--- config.mk ---
export PLATFORM = sky130hd
export DESIGN_NAME = ir_sample_seq
export DESIGN_NICKNAME = d
export VERILOG_FILES = /design/src/rtl/ir_pkg.sv /design/src/rtl/ir_sample_regs.sv /design/src/rtl/ir_sample_seq.sv
export SDC_FILE = /design/constraint.sdc
export NUM_CORES = 1
export LEC_CHECK = 0
export ABC_AREA = 1
export CAP_MARGIN = 5
export CORE_UTILIZATION = 45
export CTS_BUF_LIST = sky130_fd_sc_hd__clkbuf_8
export DETAILED_ROUTE_END_ITERATION = 6
export MAX_ROUTING_LAYER = met4
export PLACE_DENSITY = 0.73
export SLEW_MARGIN = 25
export SYNTH_ARGS = -nofsm -noshare
export SYNTH_HDL_FRONTEND = slang
export SYNTH_SLANG_ARGS = --single-unit
export TNS_END_PERCENT = 1
--- constraint.sdc ---
create_clock -name clk -period 2.45 [get_ports clk]
set_clock_uncertainty 0.05 [all_clocks]
set_input_delay 0.3675 -clock clk [delete_from_list [all_inputs] [get_ports clk]]
set_output_delay 0.3675 -clock clk [all_outputs]
set_load 0.02 [all_outputs]
--- src/rtl/ir_pkg.sv ---
// -----------------------------------------------------------------------------
// ir_pkg
//   Shared types and constants for the IR sampling sequencer.
//   - state_t : sequencer states
//   - CH_*    : A2D channel number for each named IR reading. The sequencer
//               walks the channels in numeric order, so this table also sets
//               the sampling order: R0,L0,R1,L1,R2,L2,R3,L3.
//   - max3    : helper used to size the shared cycle counter.
// -----------------------------------------------------------------------------
package ir_pkg;

  typedef enum logic [2:0] {
    IDLE   = 3'd0,
    SETTLE = 3'd1,
    CONV   = 3'd2,
    WAIT   = 3'd3,
    DONE   = 3'd4
  } state_t;

  localparam int RES_W  = 12;
  localparam int NUM_CH = 8;

  localparam logic [2:0] CH_R0 = 3'd0;
  localparam logic [2:0] CH_L0 = 3'd1;
  localparam logic [2:0] CH_R1 = 3'd2;
  localparam logic [2:0] CH_L1 = 3'd3;
  localparam logic [2:0] CH_R2 = 3'd4;
  localparam logic [2:0] CH_L2 = 3'd5;
  localparam logic [2:0] CH_R3 = 3'd6;
  localparam logic [2:0] CH_L3 = 3'd7;

  // Last channel of a round; reaching it ends the round.
  localparam logic [2:0] CH_LAST = CH_L3;

  function automatic int max3(input int a, input int b, input int c);
    int m;
    m = (a > b) ? a : b;
    m = (m > c) ? m : c;
    return m;
  endfunction

endpackage

--- src/rtl/ir_sample_regs.sv ---
// -----------------------------------------------------------------------------
// ir_sample_regs
//   Capture bank for the eight IR readings. One entry is written per cycle
//   when wr is high; entries hold their value otherwise. Reset clears all
//   readings to zero.
// Ports
//   clk, rst_n        clock, asynchronous active-low reset
//   wr                write strobe
//   widx[2:0]         entry to write (A2D channel number)
//   wdata[DATA_W-1:0] value to capture
//   IR_R0..IR_R3      right readings, inside out
//   IR_L0..IR_L3      left readings, inside out
// -----------------------------------------------------------------------------
module ir_sample_regs
  import ir_pkg::*;
#(
  parameter int DATA_W = RES_W
) (
  input  logic              clk,
  input  logic              rst_n,
  input  logic              wr,
  input  logic [2:0]        widx,
  input  logic [DATA_W-1:0] wdata,
  output logic [DATA_W-1:0] IR_R0,
  output logic [DATA_W-1:0] IR_R1,
  output logic [DATA_W-1:0] IR_R2,
  output logic [DATA_W-1:0] IR_R3,
  output logic [DATA_W-1:0] IR_L0,
  output logic [DATA_W-1:0] IR_L1,
  output logic [DATA_W-1:0] IR_L2,
  output logic [DATA_W-1:0] IR_L3
);

  logic [DATA_W-1:0] bank [NUM_CH];

  always_ff @(posedge clk or negedge rst_n) begin
    if (!rst_n) begin
      for (int i = 0; i < NUM_CH; i++) begin
        bank[i] <= '0;
      end
    end else if (wr) begin
      bank[widx] <= wdata;
    end
  end

  // Channel numbers map straight onto reading names through the package table.
  assign IR_R0 = bank[CH_R0];
  assign IR_L0 = bank[CH_L0];
  assign IR_R1 = bank[CH_R1];
  assign IR_L1 = bank[CH_L1];
  assign IR_R2 = bank[CH_R2];
  assign IR_L2 = bank[CH_L2];
  assign IR_R3 = bank[CH_R3];
  assign IR_L3 = bank[CH_L3];

endmodule

--- src/rtl/ir_sample_seq.sv ---
// -----------------------------------------------------------------------------
// ir_sample_seq
//   Sequencer for the IR line sensors. After PERIOD idle cycles (and with en
//   high) it turns the IR emitters on, waits SETTLE_CYC cycles for the
//   receivers to settle, then converts the eight IR channels one after another
//   through the A2D, capturing each result. IR_vld pulses once per finished
//   round and the emitters are switched off again.
//   A channel whose conversion does not complete within TIMEOUT cycles is
//   abandoned: its reading keeps its previous value and cnv_timeout pulses.
// Ports
//   clk          system clock
//   rst_n        asynchronous active-low reset
//   en           sequencing enable, only looked at when a round is due
//   cnv_cmplt    A2D conversion done (1-cycle pulse), res valid with it
//   res[11:0]    A2D result
//   strt_cnv     start A2D conversion (1-cycle pulse)
//   chnnl[2:0]   A2D channel select
//   IR_en        IR emitter enable (registered)
//   IR_R0..R3    right readings, inside out
//   IR_L0..L3    left readings, inside out
//   IR_vld       round complete (1-cycle pulse)
//   cnv_timeout  channel abandoned (1-cycle pulse)
// -----------------------------------------------------------------------------
module ir_sample_seq
  import ir_pkg::*;
#(
  parameter int PERIOD     = 262144,
  parameter int SETTLE_CYC = 4096,
  parameter int TIMEOUT    = 255
) (
  input  logic             clk,
  input  logic             rst_n,
  input  logic             en,
  input  logic             cnv_cmplt,
  input  logic [RES_W-1:0] res,
  output logic             strt_cnv,
  output logic [2:0]       chnnl,
  output logic             IR_en,
  output logic [RES_W-1:0] IR_R0,
  output logic [RES_W-1:0] IR_R1,
  output logic [RES_W-1:0] IR_R2,
  output logic [RES_W-1:0] IR_R3,
  output logic [RES_W-1:0] IR_L0,
  output logic [RES_W-1:0] IR_L1,
  output logic [RES_W-1:0] IR_L2,
  output logic [RES_W-1:0] IR_L3,
  output logic             IR_vld,
  output logic             cnv_timeout
);

  // One counter serves all three timed states, so it is sized for the longest.
  localparam int CNT_MAX = max3(PERIOD, SETTLE_CYC, TIMEOUT);
  localparam int CW      = $clog2(CNT_MAX + 1);

  localparam logic [CW-1:0] LAST_P = CW'(PERIOD - 1);
  localparam logic [CW-1:0] LAST_S = CW'(SETTLE_CYC - 1);
  localparam logic [CW-1:0] LAST_T = CW'(TIMEOUT - 1);

  state_t        state;
  state_t        nxt;
  logic [CW-1:0] cnt;
  logic [2:0]    idx;

  logic cnt_hold;
  logic idx_clr;
  logic idx_inc;
  logic ir_en_set;
  logic ir_en_clr;
  logic wr;
  logic adv;

  // State register
  always_ff @(posedge clk or negedge rst_n) begin
    if (!rst_n) begin
      state <= IDLE;
    end else begin
      state <= nxt;
    end
  end

  // Next-state and control decode
  always_comb begin
    nxt         = state;
    strt_cnv    = 1'b0;
    IR_vld      = 1'b0;
    cnv_timeout = 1'b0;
    wr          = 1'b0;
    adv         = 1'b0;
    cnt_hold    = 1'b0;
    idx_clr     = 1'b0;
    idx_inc     = 1'b0;
    ir_en_set   = 1'b0;
    ir_en_clr   = 1'b0;

    case (state)
      IDLE: begin
        if (cnt == LAST_P) begin
          if (en) begin
            nxt       = SETTLE;
            ir_en_set = 1'b1;
            idx_clr   = 1'b1;
          end else begin
            // Round is due but disabled: park here so it starts the
            // cycle after en returns.
            cnt_hold = 1'b1;
          end
        end
      end

      SETTLE: begin
        if (cnt == LAST_S) begin
          nxt = CONV;
        end
      end

      CONV: begin
        strt_cnv = 1'b1;
        nxt      = WAIT;
      end

      WAIT: begin
        // A completion on the last allowed cycle still counts as a capture.
        if (cnv_cmplt) begin
          wr  = 1'b1;
          adv = 1'b1;
        end else if (cnt == LAST_T) begin
          cnv_timeout = 1'b1;
          adv         = 1'b1;
        end
        if (adv) begin
          if (idx == CH_LAST) begin
            nxt = DONE;
          end else begin
            idx_inc = 1'b1;
            nxt     = CONV;
          end
        end
      end

      DONE: begin
        IR_vld    = 1'b1;
        ir_en_clr = 1'b1;
        nxt       = IDLE;
      end

      default: begin
        nxt = IDLE;
      end
    endcase
  end

  // Shared cycle counter, restarted on every state change
  always_ff @(posedge clk or negedge rst_n) begin
    if (!rst_n) begin
      cnt <= '0;
    end else if (nxt != state) begin
      cnt <= '0;
    end else if (!cnt_hold) begin
      cnt <= cnt + 1'b1;
    end
  end

  // Channel index
  always_ff @(posedge clk or negedge rst_n) begin
    if (!rst_n) begin
      idx <= '0;
    end else if (idx_clr) begin
      idx <= '0;
    end else if (idx_inc) begin
      idx <= idx + 3'd1;
    end
  end

  // Emitter enable
  always_ff @(posedge clk or negedge rst_n) begin
    if (!rst_n) begin
      IR_en <= 1'b0;
    end else if (ir_en_set) begin
      IR_en <= 1'b1;
    end else if (ir_en_clr) begin
      IR_en <= 1'b0;
    end
  end

  // idx only moves when a channel finishes, so chnnl stays stable from
  // strt_cnv through the end of that channel's wait.
  assign chnnl = idx;

  ir_sample_regs #(
    .DATA_W (RES_W)
  ) u_regs (
    .clk   (clk),
    .rst_n (rst_n),
    .wr    (wr),
    .widx  (idx),
    .wdata (res),
    .IR_R0 (IR_R0),
    .IR_R1 (IR_R1),
    .IR_R2 (IR_R2),
    .IR_R3 (IR_R3),
    .IR_L0 (IR_L0),
    .IR_L1 (IR_L1),
    .IR_L2 (IR_L2),
    .IR_L3 (IR_L3)
  );

endmodule

==> results of run 1 <==
-- stage by stage --
stage	std cells	hold WS, ns	worst slack (ns)	power, µW	util
after floorplan	528	0.0219	0.605	2730	-
final	810	0.410	0.209	4550	0.625
after global placement	780	0.313	0.302	2970	0.592
after CTS	810	0.411	0.0709	4600	0.625
after global routing	810	0.433	0.0205	4770	0.625
after detailed placement	780	0.316	0.256	2980	0.592
-- logic make-up after synthesis --
group | synth area share
and+or+nand+nor | 0.220
DFF | 0.597
AOI/OAI and AO/OA | 0.115
buffers and inverters | 0.0448
xor gates and xnor gates | 0.0137
adders and majority gates | 0.00979
-- per-layer routing --
layer,part of all wire,global-route usage,vias to the layer above
met5,0,-,-
met4,0.022,0.0782,0
met3,0.087,0.105,22
met2,0.48,0.377,130
met1,0.42,0.294,2013
li1,-,-,2009
-- layout make-up --
| cell class | count | area share |
|---|---|---|
| Inverter | 37 | 0.0203 |
| Clock buffer | 20 | 0.0403 |
| Clock inverter | 9 | 0.0115 |
| Timing Repair Buffer | 130 | 0.188 |
| Tap cell | 140 | 0.0256 |
| Multi-Input combinational cell | 352 | 0.268 |
| Sequential cell | 122 | 0.447 |
-- cells in the mapped netlist, types with 4 or more instances --
cell type    n
xor2_1       6
dfrtp_1    122
inv_1       37
nor2_4      12
buf_2        8
nor3_1       8
nand2_1    126
ha_1         4
o21ai_0    104
nand4_1     18
nor2_1      29
nand2_2      4
nand3_1     16
clkbuf_1     8
-- state kept, by name, summed over array words and instances, names as in the netlist --
signal        cells
state             3
cnt              19
u_regs.IR_R1     12
u_regs.IR_L0     12
u_regs.IR_L3     12
u_regs.IR_L2     12
IR_en             1
u_regs.IR_R0     12
u_regs.IR_R2     12
u_regs.IR_R3     12
u_regs.IR_L1     12
chnnl             3
-- worst max-delay path, delay by kind of cell, from the launching register on --
kind	cells	cell delay [ns]
flip-flops	1	0.40
adder cells (fa/ha/maj)	1	0.17
AND/OR/NAND/NOR	4	0.49
buffers and inverters	2	0.34
-- cells in the final DEF, fill, tap and decap left out, types with 2 or more instances in the layout --
cell type / synthesis / layout
nor2_1: 29 / 29
xor2_1: 6 / 6
xnor2_1: 2 / 2
nand3_2: 2 / 2
inv_1: 37 / 40
clkbuf_8: 0 / 20
nand2_1: 126 / 126
nor2_4: 12 / 12
nand3_1: 16 / 16
nand2_2: 4 / 4
nor2_2: 2 / 2
nand2_4: 2 / 2
nor4_1: 2 / 2
ha_1: 4 / 4
clkdlybuf4s50_1: 0 / 115
a21oi_1: 2 / 2
nand4_1: 18 / 18
o21ai_0: 104 / 104
dfrtp_1: 122 / 122
clkinv_4: 0 / 2
o21ai_1: 3 / 3
clkinvlp_4: 0 / 2
buf_4: 0 / 11
nor3_1: 8 / 8
-- power breakdown --
group / switching [µW] / leakage, µW / internal [µW] / total, µW
clock: 757 / 0.000186 / 854 / 1610
combinational: 478 / 0.00123 / 262 / 740
sequential: 80.9 / 0.00167 / 2120 / 2200
-- timing repair --
action	in CTS	in global routing
hold endpoints to repair	33	0
hold buffers	1	0
endpoints found under the setup margin	1	2
resized for setup	1	4
-- worst max path at each step --
| stage | slack [ns] | to | startpoint |
|---|---|---|---|
| after detailed placement | 0.26 | cnv_timeout | cnt[0] |
| after CTS | 0.07 | cnv_timeout | cnt[0] |
| final | 0.21 | cnv_timeout | cnt[0] |
| after global placement | 0.30 | cnv_timeout | cnt[0] |
| after floorplan | 0.60 | cnt[16] | cnt[1] |
| after global routing | 0.02 | cnv_timeout | cnt[0] |
==> flow_summary_export.csv, run 1 <==
group,metric,value,unit
routing,drc,0,
global_route,grt_antenna_before_repair,0,
synthesis,netlist_instances,528,
critical_path,r2r_end,"cnt[0]",
floorplanning,core-area,10900,µm²
synthesis,ys_async_sr_fraction,1.00,
routing,drtPass1Iterations,5,
global_route,grt.total_usage,0.246,
run,maxCapViolations,0,
cells_and_area,nets,680,
global_route,grt_max_degree,51,
critical_path,worstPathArrival,1.82,ns
critical_path,crit_path_max_fanout,4,
synthesis,synth_top_area_frac,0.597,
outcome,outcome,"completed",
synthesis,synth_ff_type,"dfrtp_1",
power,leakagePower,0.00308,µW
synthesis,synth_area_leader_cell,"dfrtp_1",
routing,drtAntennaViolNets,0,
cells_and_area,area_delta_synth_final,33.7,%
clock_tree,tritoncts,"built",
global_route,grt_pass1_vias,4229,
routing,vias,4174,
cells_and_area,diodes,0,
critical_path,worstPathCellList,"inv_1 > ha_1 > nand2_1 > nor2_1 > nand4_1 > nor3_1 > clkbuf_2",
sta,relSlewSlack,0.675,
cells_and_area,seq_area,3050,µm²
clock_tree,cts_max_level,4,
routing,wirelength,12.9,mm
clock_tree,clock_latency,0.43,ns
place,dpl-instance-area,6470,µm²
place,hpwl,9.23,mm
critical_path,worstSetupStartpointType,"register",
clock_tree,cts-buffers-inserted,17,
floorplanning,dieWidth,109,µm
critical_path,r2r_setup_slack,0.32,ns
cells_and_area,final_cell_area,6830,µm²
sta,finalHoldViolCount,0,
clock_tree,cts_buffer_depth,2,
critical_path,endpoint_kind,"primary output",
sta,fin_crit,2.24,ns
routing,viasPerCell,5.15,
sta,setup_viol,0,
floorplanning,die_h,109,µm
min_path,hold_class,"primary input to asynchronous set/reset pin",
synthesis,synth_edf_count,0,
synthesis,ys_seq_area_frac,0.597,
sta,setup_tns,0,ns
critical_path,required,2.03,ns
floorplanning,placementRows,38,
critical_path,worstReg2RegStart,"cnt[1]",
global_route,grt_pass1_wl,21.1,mm
synthesis,syn_nets,548,
floorplanning,initial_utilization,0.467,
critical_path,rr_worst_depth,9,
clock_tree,cts.sinks,122,
sta,slew_violations,0,
synthesis,netlist_top_cells_area,"dfrtp_1 (60%), o21ai_0 (10%), nand2_1 (9.3%)",
power,powerDensity,667,nW/µm²
routing,drt_iter0_drc,320,
synthesis,synth-seq-cells,122,
place,port-buffer-count,118,
sta,clock.fmax,0.446,GHz
floorplanning,ios,119,
cells_and_area,multi_input_comb_area,1830,µm²
cells_and_area,nFillCells,912,
power,peakVddDrop,667,µV
global_route,grt-ovfl-total,0,
floorplanning,die-area,11800,µm²
clock_tree,postCtsSetupBuffers,0,
place,place_congestion,0.884,
clock_tree,root_buffer,"clkbuf_8",
critical_path,crit_type,"register to primary output",
critical_path,crit_path_top_delay_cell,"dfrtp_1",
synthesis,syn_area_per_cell,9.68,µm²
synthesis,yosys_warnings,0,
synthesis,synth_cell_type_count,32,
clock_tree,clk_pin_slew,0.07,ns
sta,fin_crit_sh,0.915,
sta,rsz0062_at_grt,"no",
cells_and_area,layout-drive-gt1-share,0.0985,
critical_path,slowest_delay,0.40,ns
routing,drt-wirelength-per-cell,15.9,µm
sta,tightest_slew,0.484,ns
synthesis,synth_area,5110,µm²
Note: power is estimated with default switching activity, not from simulation.
==> run 2, diff against run 1 <==
- RECOVER_POWER: default -> 25
- clock period: 2.45 -> 2.3 ns (I/O delays scaled with it)
==> flow_summary_export.csv, run 2 (synthesis gave the netlist of run 1 again) <==
group,metric,value,unit
outcome,outcome,"completed",
global_route,grt_pass1_wl,20.6,mm
critical_path,worstPathArrival,1.76,ns
floorplanning,placementRows,38,
cells_and_area,layout-drive-gt1-share,0.111,
place,pre_cts_ws,0.133,ns
global_route,grt_max_degree,65,
critical_path,required,1.90,ns
floorplanning,core-area,10900,µm²
global_route,grt_antenna_before_repair,0,
sta,clock.fmax,0.464,GHz
sta,fin_crit,2.15,ns
power,switching_share,0.285,
routing,vias,4165,
floorplanning,ios,119,
power,powerDensity,755,nW/µm²
clock_tree,cts.sinks,122,
power,power_frac_seq,0.448,
sta,finalHoldViolCount,0,
sta,setup_viol,0,
clock_tree,clk_pin_slew,0.07,ns
power,switchingPower,1500,µW
power,peakVddDrop,1010,µV
sta,relSlewSlack,0.445,
place,port-buffer-count,118,
floorplanning,dieWidth,109,µm
cells_and_area,nFillCells,915,
sta,slew_violations,0,
cells_and_area,area_delta_synth_final,35.9,%
cells_and_area,final_common_cell,"nand2_1",
floorplanning,initial_utilization,0.467,
sta,setup_ws,0.147,ns
power,pwr-share-comb,0.167,
critical_path,crit_type,"register to primary output",
critical_path,endpoint_kind,"primary output",
clock_tree,cts_buffer_depth,2,
global_route,grt-ovfl-total,0,
clock_tree,root_buffer,"clkbuf_8",
global_route,grt.total_usage,0.242,
routing,drt-wirelength-per-cell,15.6,µm
clock_tree,cts-buffers-inserted,17,
routing,viasPerCell,5.10,
sta,fin_crit_sh,0.936,
clock_tree,tritoncts,"built",
power,leakagePower,0.00314,µW
sta,rsz0062_at_grt,"yes",
clock_tree,clock_latency,0.43,ns
cells_and_area,largest_reg_flops,19,
routing,drc,0,
place,place_congestion,0.924,
min_path,hold_class,"register to register",
floorplanning,die_h,109,µm
cells_and_area,final_cell_area,6950,µm²
cells_and_area,regMostFlops,"cnt",
floorplanning,die-area,11800,µm²
sta,tightest_slew,0.832,ns
place,hpwl,9.12,mm
routing,drt_iter0_drc,231,
cells_and_area,diodes,0,
critical_path,crit_path_max_fanout,3,
critical_path,worstSetupStartpointType,"register",
routing,drtAntennaViolNets,0,
place,dpl-instance-area,6490,µm²
cells_and_area,layout_common_cells,"nand2_1 (126), dfrtp_1 (122), clkdlybuf4s50_1 (114)",
global_route,grt_pass1_vias,4163,
run,maxCapViolations,0,
power,pwr-share-clk,0.385,
clock_tree,cts_max_level,4,
routing,drtPass1Iterations,5,
power,p_int,3750,µW
cells_and_area,nets,684,
routing,wirelength,12.8,mm
==> run 2: changes by cell type in the layout (fill, tap and decap cells not counted), sizes merged <==
cell           change
clkinv             -1
dlygate4sd2        +1
clkdlybuf4s50      -1
bufinv             +2
inv                +2
buf                +4
==> run 2: critical path, stage by stage (launching register included) <==
cell and delay [ns]:
dfrtp_1 0.41, nor2_1 0.13, nand3_1 0.12, nor2_4 0.15, nand4_1 0.18, nor3_2 0.18, buf_4 0.16
==> run 2: what timing repair did <==
action	4_1_cts	5_1_grt
gates resized for setup	6	4
endpoints found under the hold margin	30	0
pin swaps	0	2
setup endpoints to repair	2	2
buffers inserted	0	3
hold buffers	1	0
==> run 2: per-stage QoR <==
step / TNS, ns / utilization / power, µW / hold slack (ns) / std cells
final: 0 / 0.635 / 5240 / 0.436 / 817
after detailed placement: 0 / 0.593 / 3270 / 0.268 / 781
after floorplan: 0 / - / 2900 / -0.000591 / 528
after CTS: 0 / 0.632 / 5270 / 0.338 / 814
after global placement: 0 / 0.593 / 3240 / 0.259 / 781
after global routing: -0.0194 / 0.635 / 5460 / 0.468 / 817
==> run 2: cell type report <==
| cell class | instances | area [µm²] | share of cell area |
|---|---|---|---|
| multi-input cells | 352 | 1830 | 0.264 |
| well taps | 140 | 175 | 0.0252 |
| flip-flops and latches | 122 | 3050 | 0.439 |
| inverters | 37 | 139 | 0.0200 |
| clock buffers | 20 | 275 | 0.0396 |
| repair buffers | 134 | 1320 | 0.190 |
| clock inverters | 12 | 148 | 0.0213 |
==> run 2: worst paths after layout <==
| path | startpoint | to | slack (ns) | cells past startpoint |
|---|---|---|---|---|
| max in group asynchronous | rst_n | u_regs.IR_R0[1] | 0.84 | 3 |
| min reg2reg | u_regs.IR_R0[9] | u_regs.IR_R0[9] | 0.44 | 2 |
| min in group asynchronous | rst_n | u_regs.IR_R1[11] | 0.50 | 2 |
| max reg2reg | cnt[1] | cnt[13] | 0.28 | 9 |
| min | u_regs.IR_R0[9] | u_regs.IR_R0[9] | 0.44 | 2 |
| max | cnt[13] | cnv_timeout | 0.15 | 6 |
==> run 2: metal layers <==
metal / share of wire / global-route usage / up-vias
met5: 0 / - / -
met3: 0.089 / 0.104 / 12
met1: 0.42 / 0.289 / 2010
met2: 0.48 / 0.372 / 124
met4: 0.012 / 0.0724 / 0
li1: - / - / 2019
==> run 2: power by group through the flow <==
stage | clock network, µW | registers [µW] | logic [µW]
after floorplan | 0 | 2470 | 434
after global placement | 0 | 2380 | 862
after detailed placement | 0 | 2380 | 882
after CTS | 2040 | 2340 | 889
after global routing | 2150 | 2360 | 952
final | 2020 | 2350 | 878
==> run 3, diff against run 2 <==
- SLEW_MARGIN: 25 -> 10
- clock period: 2.3 -> 2.6 ns (I/O delays scaled with it)
==> flow_summary_export.csv, run 3 (synthesis gave the netlist of run 1 again) <==
group,metric,value,unit
cells_and_area,largest_reg_flops,19,
sta,setup_viol,0,
clock_tree,root_buffer,"clkbuf_8",
sta,rsz0062_at_grt,"no",
power,pwr-share-clk,0.373,
floorplanning,die_h,109,µm
run,maxCapViolations,0,
power,leakagePower,0.00307,µW
routing,drt-wirelength-per-cell,15.7,µm
cells_and_area,nFillCells,933,
sta,tightest_slew,1.12,ns
floorplanning,placementRows,38,
sta,clock.fmax,0.416,GHz
sta,slew_violations,0,
clock_tree,clk_pin_slew,0.06,ns
place,dpl-instance-area,6460,µm²
cells_and_area,area_delta_synth_final,33.8,%
routing,vias,4172,
floorplanning,die-area,11800,µm²
critical_path,worstSetupStartpointType,"register",
sta,setup_tns,0,ns
routing,drt_iter0_drc,231,
global_route,grt_antenna_before_repair,0,
clock_tree,clock_latency,0.42,ns
power,powerDensity,645,nW/µm²
clock_tree,cts_buffer_depth,2,
cells_and_area,regMostFlops,"cnt",
global_route,grt.total_usage,0.244,
sta,finalHoldViolCount,0,
cells_and_area,layout-drive-gt1-share,0.0942,
power,switchingPower,1230,µW
critical_path,crit_type,"register to primary output",
critical_path,required,2.16,ns
critical_path,endpoint_kind,"primary output",
place,port-buffer-count,118,
clock_tree,cts_max_level,4,
clock_tree,postCtsSetupBuffers,0,
global_route,grt_max_degree,58,
cells_and_area,diodes,0,
power,peakVddDrop,472,µV
outcome,outcome,"completed",
routing,drtAntennaViolNets,0,
critical_path,crit_path_max_fanout,4,
clock_tree,cts.sinks,122,
cells_and_area,final_cell_area,6840,µm²
floorplanning,ios,119,
place,place_congestion,0.917,
floorplanning,dieWidth,109,µm
routing,drc,0,
power,pwr-share-comb,0.157,
min_path,hold_class,"register to register",
power,switching_share,0.278,
sta,fin_crit_sh,0.924,
clock_tree,tritoncts,"built",
critical_path,setup.worst_path.start,"cnt[0]",
cells_and_area,final_common_cell,"nand2_1",
cells_and_area,nets,679,
global_route,grt-ovfl-total,0,
cells_and_area,layout_common_cells,"nand2_1 (126), dfrtp_1 (122), clkdlybuf4s50_1 (116)",
min_path,holdCritStartpoint,"u_regs.IR_L3[4]",
clock_tree,cts-buffers-inserted,17,
place,hpwl,9.16,mm
sta,relSlewSlack,0.252,
floorplanning,core-area,10900,µm²
power,p_int,3190,µW
global_route,grt_pass1_vias,4152,
power,power_frac_seq,0.471,
routing,viasPerCell,5.16,
floorplanning,initial_utilization,0.467,
power,p_total,4410,µW
critical_path,worstPathArrival,1.96,ns
global_route,grt_pass1_wl,20.9,mm
sta,fin_crit,2.40,ns
routing,drtPass1Iterations,7,
critical_path,worstReg2RegStart,"cnt[1]",
routing,wirelength,12.7,mm
## run 3: layer usage
layer / vias to the layer above / global-route usage / share of wire
li1: 2013 / - / -
met1: 1999 / 0.295 / 0.42
met2: 146 / 0.370 / 0.48
met3: 14 / 0.0989 / 0.090
met4: 0 / 0.0820 / 0.016
met5: - / - / 0
## run 3: area by class of cell
cell class	instances	area (µm²)	area share
Sequential cell	122	3050	0.447
Multi-Input combinational cell	352	1830	0.268
Timing Repair Buffer	129	1260	0.184
Clock buffer	18	248	0.0362
Tap cell	140	175	0.0256
Inverter	37	139	0.0203
Clock inverter	11	135	0.0198
## run 3: power groups by stage
stage / logic [µW] / registers, µW / clock network, µW
3_3_place_gp: 691 / 2100 / 0
6_report: 691 / 2080 / 1640
2_1_floorplan: 384 / 2190 / 0
3_5_place_dp: 701 / 2110 / 0
5_1_grt: 759 / 2090 / 1770
4_1_cts: 706 / 2070 / 1690
## run 3: timing repair
action                                  in CTS  in global routing
resized for setup                            1                  0
hold buffers                                 1                  0
endpoints found under the setup margin       1                  0
hold endpoints to repair                    45                  0
## run 3: stage by stage
stage               cells  hold slack [ns]   util  worst slack (ns)
floorplan             528           0.0444      -             0.755
global placement      779            0.380  0.591             0.413
detailed placement    779            0.384  0.591             0.342
CTS                   809            0.439  0.627             0.161
global route          809            0.463  0.625            0.0334
finish                809            0.435  0.625             0.198
## run 3: final timing paths
| kind | end | slack [ns] | cells past startpoint |
|---|---|---|---|
| worst max-delay path | cnv_timeout | 0.20 | 7 |
| worst min-delay path | u_regs.IR_L3[4] | 0.44 | 2 |
| worst max register to register | cnt[17] | 0.47 | 9 |
| worst min register to register | u_regs.IR_L3[4] | 0.44 | 2 |
| max in group asynchronous | u_regs.IR_L2[8] | 0.38 | 3 |
| min in group asynchronous | cnt[0] | 0.68 | 2 |
## run 3: worst max-delay path, cell delays in order, from the launching register on
cell and delay, ns:
dfrtp_1 0.40, inv_1 0.14, ha_1 0.17, nand2_1 0.05
nor2_1 0.11, nand4_1 0.16, nor3_1 0.16, dlygate4sd2_1 0.35
